<file path="config.mk">
export PLATFORM = sky130hd
export DESIGN_NAME = parking_gate_ctrl_flat
export DESIGN_NICKNAME = d
export VERILOG_FILES = /design/src/rtl/parking_pkg.sv /design/src/rtl/parking_if.sv /design/src/rtl/seg7_dec.sv /design/src/rtl/parking_gate_ctrl.sv /design/src/flat_wrapper.sv
export SDC_FILE = /design/constraint.sdc
export NUM_CORES = 1
export LEC_CHECK = 0
export ABC_CLOCK_PERIOD_IN_PS = 3800
export CAP_MARGIN = 20
export CORE_MARGIN = 10
export CORE_UTILIZATION = 30
export CTS_CLUSTER_SIZE = 25
export DETAILED_ROUTE_END_ITERATION = 12
export SLEW_MARGIN = 40
export SYNTH_ARGS = -nofsm -noshare
export SYNTH_HDL_FRONTEND = slang
export SYNTH_SLANG_ARGS = --single-unit
</file>
<file path="constraint.sdc">
create_clock -name clk -period 3.8 [get_ports clk]
set_input_delay 0.95 -clock clk [delete_from_list [all_inputs] [get_ports clk]]
set_output_delay 0.95 -clock clk [all_outputs]
set_load 0.02 [all_outputs]
</file>
<file path="src/rtl/parking_pkg.sv">
// Shared types, glyphs and helpers for the parking entrance controller.
package parking_pkg;

    typedef enum logic [2:0] {
        S_IDLE    = 3'd0,
        S_WAIT    = 3'd1,
        S_DENIED  = 3'd2,
        S_GRANTED = 3'd3,
        S_STOP    = 3'd4,
        S_LOCKOUT = 3'd5,
        S_FULL    = 3'd6
    } state_t;

    // Active-low 7-seg glyphs, bit6=g .. bit0=a
    localparam logic [6:0] SEG_BLANK = 7'h7F;
    localparam logic [6:0] SEG_E     = 7'h06;
    localparam logic [6:0] SEG_N     = 7'h2B;
    localparam logic [6:0] SEG_6     = 7'h02;
    localparam logic [6:0] SEG_0     = 7'h40;
    localparam logic [6:0] SEG_5     = 7'h12;
    localparam logic [6:0] SEG_P     = 7'h0C;
    localparam logic [6:0] SEG_L     = 7'h47;
    localparam logic [6:0] SEG_O     = 7'h40;
    localparam logic [6:0] SEG_F     = 7'h0E;
    localparam logic [6:0] SEG_U     = 7'h63;

    // {tens, units} of a 0..99 value using constant compares instead of a divider
    function automatic logic [7:0] bcd_split(input logic [6:0] val);
        logic [3:0] tens;
        tens = 4'd0;
        for (int i = 1; i <= 9; i++)
            if (val >= 7'(10 * i)) tens = 4'(i);
        return {tens, 4'(val - 7'(tens) * 7'd10)};
    endfunction

endpackage

</file>
<file path="src/rtl/parking_if.sv">
// Lane sensors/keypad in, front-panel lamps and digits out.
interface parking_if #(
    parameter int PASS_W = 4,
    parameter int CNT_W  = 7
);
    logic              sensor_entrance;
    logic              sensor_exit;
    logic              sensor_depart;
    logic              pass_valid;
    logic [PASS_W-1:0] pass_code;
    logic              GREEN_LED;
    logic              RED_LED;
    logic              gate_open;
    logic              lot_full;
    logic [CNT_W-1:0]  occupancy;
    logic [6:0]        HEX_1;
    logic [6:0]        HEX_2;

    modport master (
        output sensor_entrance, sensor_exit, sensor_depart, pass_valid, pass_code,
        input  GREEN_LED, RED_LED, gate_open, lot_full, occupancy, HEX_1, HEX_2
    );

    modport slave (
        input  sensor_entrance, sensor_exit, sensor_depart, pass_valid, pass_code,
        output GREEN_LED, RED_LED, gate_open, lot_full, occupancy, HEX_1, HEX_2
    );
endinterface

</file>
<file path="src/rtl/seg7_dec.sv">
// BCD digit to active-low 7-segment pattern; codes 10..15 blank the digit.
module seg7_dec (
    input  logic [3:0] bcd,
    output logic [6:0] seg
);
    always_comb begin
        case (bcd)
            4'd0:    seg = 7'h40;
            4'd1:    seg = 7'h79;
            4'd2:    seg = 7'h24;
            4'd3:    seg = 7'h30;
            4'd4:    seg = 7'h19;
            4'd5:    seg = 7'h12;
            4'd6:    seg = 7'h02;
            4'd7:    seg = 7'h78;
            4'd8:    seg = 7'h00;
            4'd9:    seg = 7'h10;
            default: seg = 7'h7F;
        endcase
    end
endmodule

</file>
<file path="src/rtl/parking_gate_ctrl.sv">
// Single-lane parking entrance controller: code entry, lockout, tailgate stop,
// occupancy tracking and free-space display.
module parking_gate_ctrl
    import parking_pkg::*;
#(
    parameter int                CAPACITY     = 20,
    parameter int                CNT_W        = 7,
    parameter int                PASS_W       = 4,
    parameter logic [PASS_W-1:0] PASSWORD     = 4'b0110,
    parameter int                MAX_TRIES    = 3,
    parameter int                PASS_TIMEOUT = 64,
    parameter int                GATE_TIMEOUT = 128,
    parameter int                LOCKOUT_CYC  = 256,
    parameter int                BLINK_DIV    = 8
) (
    input logic       clk,
    input logic       reset_n,
    parking_if.slave  bus
);
    localparam int T_MAX = (LOCKOUT_CYC > GATE_TIMEOUT)
        ? ((LOCKOUT_CYC > PASS_TIMEOUT) ? LOCKOUT_CYC : PASS_TIMEOUT)
        : ((GATE_TIMEOUT > PASS_TIMEOUT) ? GATE_TIMEOUT : PASS_TIMEOUT);
    localparam int TMR_W = (T_MAX > 2) ? $clog2(T_MAX) : 1;
    localparam int DIV_W = (BLINK_DIV > 2) ? $clog2(BLINK_DIV) : 1;
    localparam int TRY_W = $clog2(MAX_TRIES + 1);

    state_t           state, state_nxt;
    logic [TMR_W-1:0] timer;
    logic [TRY_W-1:0] tries, tries_nxt;
    logic [CNT_W-1:0] occ, occ_nxt, free_cnt;
    logic [DIV_W-1:0] div_cnt;
    logic             blink, depart_prev, depart_edge, full, code_ok, car_in;
    logic [7:0]       digits;
    logic [3:0]       tens_bcd;
    logic [6:0]       seg_tens, seg_units, hex1, hex2;
    logic             green, red, gate_q, full_q;

    assign full        = occ >= CNT_W'(CAPACITY);
    assign code_ok     = bus.pass_valid && (bus.pass_code == PASSWORD);
    assign depart_edge = bus.sensor_depart && !depart_prev;

    always_comb begin
        state_nxt = state;
        tries_nxt = tries;
        car_in    = 1'b0;
        case (state)
            S_IDLE:
                if (bus.sensor_entrance) state_nxt = full ? S_FULL : S_WAIT;
            S_WAIT, S_DENIED:
                // A code presented this cycle wins over timeout / car leaving
                if (bus.pass_valid) begin
                    if (code_ok) begin
                        state_nxt = S_GRANTED;
                        tries_nxt = '0;
                    end else begin
                        tries_nxt = tries + 1'b1;
                        state_nxt = (tries_nxt == TRY_W'(MAX_TRIES)) ? S_LOCKOUT : S_DENIED;
                    end
                end else if (!bus.sensor_entrance || timer == TMR_W'(PASS_TIMEOUT - 1)) begin
                    state_nxt = S_IDLE;
                    tries_nxt = '0;
                end
            S_GRANTED:
                if (bus.sensor_exit) begin
                    if (bus.sensor_entrance) begin
                        state_nxt = S_STOP;
                    end else begin
                        state_nxt = S_IDLE;
                        car_in    = 1'b1;
                    end
                end else if (timer == TMR_W'(GATE_TIMEOUT - 1)) begin
                    state_nxt = S_IDLE;
                end
            S_STOP:
                if (code_ok) state_nxt = S_GRANTED;
            S_LOCKOUT:
                if (timer == TMR_W'(LOCKOUT_CYC - 1)) begin
                    state_nxt = S_IDLE;
                    tries_nxt = '0;
                end
            S_FULL:
                if (!bus.sensor_entrance || !full) state_nxt = S_IDLE;
            default:
                state_nxt = S_IDLE;
        endcase
    end

    // Entry and departure in the same cycle cancel out
    always_comb begin
        occ_nxt = occ;
        if (car_in && !depart_edge && !full)
            occ_nxt = occ + 1'b1;
        else if (depart_edge && !car_in && occ != '0)
            occ_nxt = occ - 1'b1;
    end

    always_ff @(posedge clk or negedge reset_n) begin
        if (!reset_n) begin
            state       <= S_IDLE;
            timer       <= '0;
            tries       <= '0;
            occ         <= '0;
            depart_prev <= 1'b0;
            div_cnt     <= '0;
            blink       <= 1'b0;
        end else begin
            state       <= state_nxt;
            timer       <= (state_nxt != state) ? '0 : timer + 1'b1;
            tries       <= tries_nxt;
            occ         <= occ_nxt;
            depart_prev <= bus.sensor_depart;
            if (div_cnt == DIV_W'(BLINK_DIV - 1)) begin
                div_cnt <= '0;
                blink   <= ~blink;
            end else begin
                div_cnt <= div_cnt + 1'b1;
            end
        end
    end

    assign free_cnt = CNT_W'(CAPACITY) - occ;
    assign digits   = bcd_split(7'(free_cnt));
    assign tens_bcd = (digits[7:4] == 4'd0) ? 4'hF : digits[7:4];

    seg7_dec u_tens  (.bcd(tens_bcd),    .seg(seg_tens));
    seg7_dec u_units (.bcd(digits[3:0]), .seg(seg_units));

    always_ff @(posedge clk or negedge reset_n) begin
        if (!reset_n) begin
            green  <= 1'b0;
            red    <= 1'b0;
            gate_q <= 1'b0;
            full_q <= 1'b0;
            hex1   <= SEG_BLANK;
            hex2   <= SEG_BLANK;
        end else begin
            green  <= 1'b0;
            red    <= 1'b1;
            gate_q <= (state == S_GRANTED);
            full_q <= (occ_nxt >= CNT_W'(CAPACITY));
            case (state)
                S_IDLE: begin
                    red  <= 1'b0;
                    hex1 <= seg_tens;
                    hex2 <= seg_units;
                end
                S_WAIT:    {hex1, hex2} <= {SEG_E, SEG_N};
                S_DENIED: begin
                    red          <= blink;
                    {hex1, hex2} <= {SEG_E, SEG_E};
                end
                S_GRANTED: begin
                    green        <= blink;
                    red          <= 1'b0;
                    {hex1, hex2} <= {SEG_6, SEG_0};
                end
                S_STOP: begin
                    red          <= blink;
                    {hex1, hex2} <= {SEG_5, SEG_P};
                end
                S_LOCKOUT: {hex1, hex2} <= {SEG_L, SEG_O};
                S_FULL:    {hex1, hex2} <= {SEG_F, SEG_U};
                default: begin
                    red          <= 1'b0;
                    {hex1, hex2} <= {SEG_BLANK, SEG_BLANK};
                end
            endcase
        end
    end

    assign bus.GREEN_LED = green;
    assign bus.RED_LED   = red;
    assign bus.gate_open = gate_q;
    assign bus.lot_full  = full_q;
    assign bus.occupancy = occ;
    assign bus.HEX_1     = hex1;
    assign bus.HEX_2     = hex2;

endmodule

</file>
<file path="src/flat_wrapper.sv">
// flat-port wrapper written by rule: the top's interface ports become plain ports
module parking_gate_ctrl_flat import parking_pkg::*;
#(
    parameter int                CAPACITY     = 20,
    parameter int                CNT_W        = 7,
    parameter int                PASS_W       = 4,
    parameter logic [PASS_W-1:0] PASSWORD     = 4'b0110,
    parameter int                MAX_TRIES    = 3,
    parameter int                PASS_TIMEOUT = 64,
    parameter int                GATE_TIMEOUT = 128,
    parameter int                LOCKOUT_CYC  = 256,
    parameter int                BLINK_DIV    = 8
)
  (clk, reset_n, bus_sensor_entrance, bus_sensor_exit, bus_sensor_depart, bus_pass_valid, bus_pass_code, bus_GREEN_LED, bus_RED_LED, bus_gate_open, bus_lot_full, bus_occupancy, bus_HEX_1, bus_HEX_2);
  parking_if #(.PASS_W(PASS_W), .CNT_W(CNT_W)) bus_i ();
  input logic clk;
  input logic reset_n;
  input wire logic [$bits(bus_i.sensor_entrance)-1:0] bus_sensor_entrance;
  input wire logic [$bits(bus_i.sensor_exit)-1:0] bus_sensor_exit;
  input wire logic [$bits(bus_i.sensor_depart)-1:0] bus_sensor_depart;
  input wire logic [$bits(bus_i.pass_valid)-1:0] bus_pass_valid;
  input wire logic [$bits(bus_i.pass_code)-1:0] bus_pass_code;
  output wire logic [$bits(bus_i.GREEN_LED)-1:0] bus_GREEN_LED;
  output wire logic [$bits(bus_i.RED_LED)-1:0] bus_RED_LED;
  output wire logic [$bits(bus_i.gate_open)-1:0] bus_gate_open;
  output wire logic [$bits(bus_i.lot_full)-1:0] bus_lot_full;
  output wire logic [$bits(bus_i.occupancy)-1:0] bus_occupancy;
  output wire logic [$bits(bus_i.HEX_1)-1:0] bus_HEX_1;
  output wire logic [$bits(bus_i.HEX_2)-1:0] bus_HEX_2;
  assign bus_i.sensor_entrance = bus_sensor_entrance;
  assign bus_i.sensor_exit = bus_sensor_exit;
  assign bus_i.sensor_depart = bus_sensor_depart;
  assign bus_i.pass_valid = bus_pass_valid;
  assign bus_i.pass_code = bus_pass_code;
  assign bus_GREEN_LED = bus_i.GREEN_LED;
  assign bus_RED_LED = bus_i.RED_LED;
  assign bus_gate_open = bus_i.gate_open;
  assign bus_lot_full = bus_i.lot_full;
  assign bus_occupancy = bus_i.occupancy;
  assign bus_HEX_1 = bus_i.HEX_1;
  assign bus_HEX_2 = bus_i.HEX_2;
  parking_gate_ctrl #(.CAPACITY(CAPACITY), .CNT_W(CNT_W), .PASS_W(PASS_W), .PASSWORD(PASSWORD), .MAX_TRIES(MAX_TRIES), .PASS_TIMEOUT(PASS_TIMEOUT), .GATE_TIMEOUT(GATE_TIMEOUT), .LOCKOUT_CYC(LOCKOUT_CYC), .BLINK_DIV(BLINK_DIV)) u_core (.clk(clk), .reset_n(reset_n), .bus(bus_i));
endmodule
</file>
### Word-level counts from Yosys, hierarchy flattened

Memory sizes are Yosys's and may differ from the RTL's.
Cells that the tools add are included.

| word-level totals | value |
|---|---|
| register bits | 43 |
| logic and storage cells | 111 |
| output and inout port bits | 25 |
| memories | 2 |
| memory bits (read-only) | 224 |

| operators by class | value |
|---|---|
| $add $sub $neg | 7 |
| magnitude comparators | 11 |
| multiply operators | 1 |
| eq/ne operators | 15 |
| reduce and logical (&&, ||, !) cells | 22 |
| bitwise logic cells | 1 |
| muxes and demuxes | 39 |

Memory list:

| name | words | bits a word | read ports | clocked after memory_dff | wr ports | RTL line | text |
|---|---|---|---|---|---|---|---|
| (name not given) | 16 | 7 | 1 | 0 | 0 | seg7_dec.sv:7 | `case (bcd)` |
| (name not given) | 16 | 7 | 1 | 0 | 0 | seg7_dec.sv:7 |  |

Operators by type and width:

| operator | count |
|---|---|
| 7-bit case mux with 6 select lines | 2 |
| 3-bit 2-to-1 mux | 17 |
| 7-bit by 5-bit greater-or-equal comparator with 1-bit output (second input constant) | 4 |
| 7-bit by 6-bit greater-or-equal comparator with 1-bit output (second input constant) | 3 |
| 7-bit greater-or-equal comparator (second input constant) | 3 |
| 3-bit case mux with 6 select lines | 1 |
| 7-bit 2-to-1 mux | 2 |
| 3-bit equality test (second input constant) | 4 |
| 2-bit 2-to-1 mux | 6 |
| 4-bit 2-to-1 mux | 3 |
| 8-bit by 1-bit adder with 8-bit output (second input constant) | 1 |
| 8-bit by 6-bit equality test with 1-bit output (second input constant) | 1 |
| 8-bit by 7-bit equality test with 1-bit output (second input constant) | 1 |
| 8-bit equality test (second input constant) | 1 |
| 8-bit 2-to-1 mux | 1 |
| 7-bit by 1-bit adder with 7-bit output (second input constant) | 1 |
| 7-bit by 4-bit greater-or-equal comparator with 1-bit output (second input constant) | 1 |
| 7-bit nonzero test | 1 |
| 5-bit by 7-bit subtractor with 7-bit output (first input constant) | 1 |
| 7-bit by 1-bit subtractor with 7-bit output (second input constant) | 1 |
| 3-bit by 2-bit equality test with 1-bit output (second input constant) | 2 |
| 1-bit logical AND | 6 |
| 2-bit OR reduction | 3 |
| 1-bit logical NOT | 5 |
| 20 further kinds | 25 |

### Logic depth before layout (Yosys ltp)

An unclocked memory read counts as a cell.

| logic depth | value |
|---|---|
| depth in word-level cells | 15 |
| gate-level depth with buffers | 17 |

### Modules after synthesis

From an unflattened synthesis, not the netlist that was laid out.

| unflattened totals | value |
|---|---|
| cells, all modules | 407 |
| area, all modules | 3,613.5 sq um |

By module, submodules not included:

| module | cells an instance | area an instance (sq um) | times used |
|---|---|---|---|
| parking_gate_ctrl | 341 | 3,193.1 | 1 |
| seg7_dec | 33 | 210.2 | 2 |

### Worst setup path after synthesis

OpenSTA, ideal clock, no wires.

| timing path | value |
|---|---|
| path type | flip-flop to flip-flop |
| start | register u_core.occ[0], in the netlist u_core.bus.occupancy[0] |
| end | register u_core.hex2[6], in the netlist u_core.bus.HEX_2[6] |
| buffers on the path | 2 |
| library setup time | 0.085 ns |
| slack | -0.319 ns |
| required time | 3.715 ns |
| stages on the path, launching flop included | 18 |
| arrival time | 4.033 ns |
| path through | dfrtp_1 > buf_2 > inv_1 > ha_1 > xor2_2 > or3_1 > a21oi_1 > o22ai_1 > o21ai_1 > o32ai_4 > ha_1 > inv_1 > fa_1 > clkbuf_1 > inv_1 > or3_1 > o22ai_1 > nor3_1 |

| between the ends | value |
|---|---|
| word-level cells in the longest chain between the ends | 15 |
| elaborated cells on any way between the ends | 23 |

Ends and longest elaborated chain:

| element | RTL line | text |
|---|---|---|
| from (decl) | parking_gate_ctrl.sv:30 | `logic [CNT_W-1:0] occ, occ_nxt, free_cnt;` |
| from (signal assigned) | parking_gate_ctrl.sv:110 | `occ <= occ_nxt;` |
| 5-bit by 7-bit subtractor with 7-bit output (*) | parking_gate_ctrl.sv:121 | `assign free_cnt = CNT_W'(CAPACITY) - occ;` |
| 7-bit by 4-bit greater-or-equal comparator with 1-bit output | parking_pkg.sv:32 | `if (val >= 7'(10 * i)) tens = 4'(i);` |
| 1-bit 2-to-1 mux | parking_pkg.sv:32 |  |
| 2-bit 2-to-1 mux (2 in a row) | parking_pkg.sv:32 |  |
| 3-bit 2-to-1 mux (4 in a row) | parking_pkg.sv:32 |  |
| 4-bit 2-to-1 mux (2 in a row) | parking_pkg.sv:32 |  |
| 4-bit by 3-bit multiplier with 3-bit output | parking_pkg.sv:33 | `return {tens, 4'(val - 7'(tens) * 7'd10)};` |
| 4-bit subtractor (*) | parking_pkg.sv:33 |  |
| memory 16 x 7 bit (*) | - |  |
| 7-bit case mux with 6 select lines (*) | parking_gate_ctrl.sv:141 | `case (state)` |
| to (signal assigned) | parking_gate_ctrl.sv:145 | `hex2 <= seg_units;` |
| to (signal assigned) | parking_gate_ctrl.sv:147 | `S_WAIT: {hex1, hex2} <= {SEG_E, SEG_N};` |
| to (signal assigned) | parking_gate_ctrl.sv:150 | `{hex1, hex2} <= {SEG_E, SEG_E};` |
| to (decl) | parking_gate_ctrl.sv:35 | `logic [6:0] seg_tens, seg_units, hex1, hex2;` |

Every way passes the cells marked *; elsewhere a longest branch is shown, timed or not.
A chain may end at the register's enable or synchronous reset.

### Worst setup path after layout

| timing path | value |
|---|---|
| start | register u_core.occ[0], in the netlist u_core.bus.occupancy[0] |
| end | register u_core.hex2[3], in the netlist u_core.bus.HEX_2[3] |

Same word-level chain as after synthesis.

==> reports/metrics.cfg <==
[clock_network]
htreeDepth = 2
path_clk_slew_ns = 0.09
clk_path_buf_depth = 2
cts_tree = yes
clkSinkCount = 43
cts_root_buffer = clkbuf_8
cts_inserted_buffers = 5
clk_latency_ns = 0.30

[synth]
synthCells = 345
synth_seq_cells = 43
syn_area_sq_mm = 0.00308
ys_types = 68
ys_seq_area_frac = 0.355
syn_avg_cell_area_sq_um = 8.93
synth_warnings = 0
synth_edf_count = 0
postSynthNetCount = 373
async_reset_ff_frac = 1.00
ys.flop_type = dfrtp_1

[layout]
drive_above_1_share = 0.144
layout.nets = 409
layoutNonFillerInstCount = 515
syn2layout_area_growth_pct = 22.2
final_util = 0.382
n_antenna_cell = 0
nFillCells = 987

[timing]
final_hold_viol_count = 0
slew_violations = 0
tightest_slew_ns = 0.743
setup_ws_ns = 0.197
min_period_ns = 3.60
slew_headroom = 0.505
fin_skew_ns = 0.00958
period_share = 0.948
setup_viol = 0
fmax_mhz = 278

[setup_path]
r2r_end = u_core.bus.HEX_2[3]$_DFF_PN1_
crit_path_start_kind = flip-flop
cp.arrival_ns = 3.81
worst_r2r_path_depth = 15
cp-end-kind = flip-flop
r2r_start = u_core.bus.occupancy[0]$_DFF_PN0_
worstSetupPathType = flip-flop to flip-flop
crit_path_max_fanout = 8
ff2ff_setup_slack_ns = 0.20
required_ns = 4.01

[job]
cap_violations = 0

[grt]
grtUsageTotal = 0.104
grt_remaining_overflow = 0
grt_max_degree = 44
grt_util_met1 = 0.130
grt_use_met3 = 0.0275
grt_pass1_wl_um = 12800
grt_pass1_vias = 2659
grt_busiest_layer = met2
antenna_found_initial = 0
use_met2 = 0.174

[die]
core_sq_mm = 0.00986
die_w_um = 121
rows = 36
fp.dieArea_sq_mm = 0.0147
fp.dieH_um = 121
start_util = 0.312
pin_count = 35

[hold_path]
hp-start = u_core.div_cnt[0]$_DFF_PN0_
hold_path_depth = 1
hold_path_end = u_core.div_cnt[0]$_DFF_PN0_
hold_class = flip-flop to flip-flop

[placement]
place.gp.congestion = 0.881
post-place-ws_ns = 0.0899
dp.cells = 507
portBuffers = 34
dpl.hpwl_um = 5800

[routing]
wl_um = 7800
drc_errors = 0
drt-vias-per-instance = 5.20
dr.first_iter.drc_count = 126
post_drt_wl_per_cell_um = 15.1
vias = 2678
dr.pass1.iters = 4
ant_nets = 0

[outcome]
outcome = finished clean

-- how the worst max path moves through the flow --
stage / startpoint / endpoint / cells past startpoint
6_report: u_core.bus.occupancy[0]$_DFF_PN0_ / u_core.bus.HEX_2[3]$_DFF_PN1_ / 15
5_1_grt: u_core.bus.occupancy[0]$_DFF_PN0_ / u_core.bus.HEX_2[3]$_DFF_PN1_ / 14
4_1_cts: u_core.bus.occupancy[0]$_DFF_PN0_ / u_core.bus.HEX_2[3]$_DFF_PN1_ / 13
3_5_place_dp: u_core.bus.occupancy[0]$_DFF_PN0_ / u_core.bus.HEX_2[3]$_DFF_PN1_ / 13
3_3_place_gp: u_core.bus.occupancy[0]$_DFF_PN0_ / u_core.bus.HEX_2[5]$_DFF_PN1_ / 13
2_1_floorplan: u_core.bus.occupancy[0]$_DFF_PN0_ / u_core.bus.HEX_2[3]$_DFF_PN1_ / 17
-- critical path: stages, from the launching register on --
cell,delay (ns)
dfrtp_2,0.41
inv_2,0.11
ha_4,0.22
nor2b_1,0.09
or3_1,0.37
and2_1,0.19
or4_1,0.48
a21boi_2,0.18
o32ai_4,0.11
ha_1,0.19
inv_1,0.06
fa_2,0.25
xnor2_4,0.16
xor2_4,0.32
o31ai_2,0.09
a211oi_1,0.28
-- sequential cells by signal, indices dropped and copies added (netlist names) --
name / cells
u_core.blink: 1
u_core.bus.GREEN_LED: 1
u_core.bus.HEX_1: 7
u_core.timer: 8
u_core.div_cnt: 3
u_core.bus.lot_full: 1
u_core.bus.occupancy: 7
u_core.depart_prev: 1
u_core.bus.gate_open: 1
u_core.bus.HEX_2: 7
u_core.tries: 2
u_core.bus.RED_LED: 1
u_core.state: 3
-- synth_stat cells, types with 3 or more instances --
library cell	n	area (sq um)
mux2i_1	3	30.0
nor2b_1	8	50.1
nor4_1	4	25.0
dfrtp_1	29	726
o21ai_1	3	15.0
a311oi_1	4	35.0
a22o_1	4	35.0
o22ai_1	4	25.0
and2_1	5	31.3
nand3_1	8	40.0
nor2_1	36	135
xnor2_1	13	114
o31ai_1	3	22.5
nand2_1	25	93.8
a21oi_1	22	110
clkbuf_1	9	33.8
xor2_1	10	87.6
inv_1	17	63.8
buf_2	6	30.0
nor3_1	16	80.1
o41ai_1	3	26.3
nand2b_1	4	25.0
a21boi_0	3	22.5
o21ai_0	14	70.1
o211ai_1	4	30.0
dfstp_2	14	368
buf_1	3	11.3
or3_1	7	43.8
ha_1	17	213
-- routing by layer --
metal	wire, um	part of all wire
met1	3530	0.45
met2	3770	0.48
met3	423	0.054
met4	72	0.0092
met5	0	0
-- final cells by class --
cell class / instances / area (sq um) / area share
multi-input combinational: 267 / 1900 / 0.505
sequential: 43 / 1090 / 0.291
timing repair buffer: 47 / 444 / 0.118
tap: 133 / 166 / 0.0442
clock buffer: 5 / 68.8 / 0.0183
inverter: 17 / 63.8 / 0.0170
clock inverter: 3 / 25.0 / 0.00665
-- metrics by stage --
stage               instance area, sq um  hold slack (ns)  TNS [ns]
finish                              3760            0.438         0
detailed placement                  3640            0.435         0
CTS                                 3730            0.450         0
global placement                    3630            0.416         0
global route                        3760            0.463  -0.00580
floorplan                           3110            0.403         0
-- cells by family (layout without fill, tap and decap cells) --
logic type               after synthesis  in the layout  share of synthesized area
AO/OA/AOI/OAI                         94             94                      0.218
XOR/XNOR                              26             26                     0.0886
multiplexers                           4              4                     0.0134
buffers and inverters                 35             72                     0.0451
adder cells (fa/ha/maj)               19             19                     0.0788
AND/OR/NAND/NOR                      124            124                      0.201
flip-flops                            43             43                      0.355
-- cell usage in the layout (no fill, tap or decap), drive strengths merged, types with 5 or more instances in the layout --
master / count
clkdlybuf4s50: 33
nand3: 8
xnor2: 14
and2: 5
dfstp: 14
xor2: 12
inv: 17
nor2b: 8
buf: 14
nor3: 16
dfrtp: 29
nand2: 25
a21oi: 22
ha: 17
or3: 7
nor2: 36
clkbuf: 5
o21ai: 18
-- timing repair --
action / in CTS / in global routing
setup buffers: 0 / 0
hold buffers: 0 / 0
resized for setup: 0 / 7
endpoints found under the setup margin: 0 / 7
endpoints found under the hold margin: 0 / 0
Power is not shown: default switching activity piles up to over one toggle a cycle in this logic, so the estimate is an artifact.
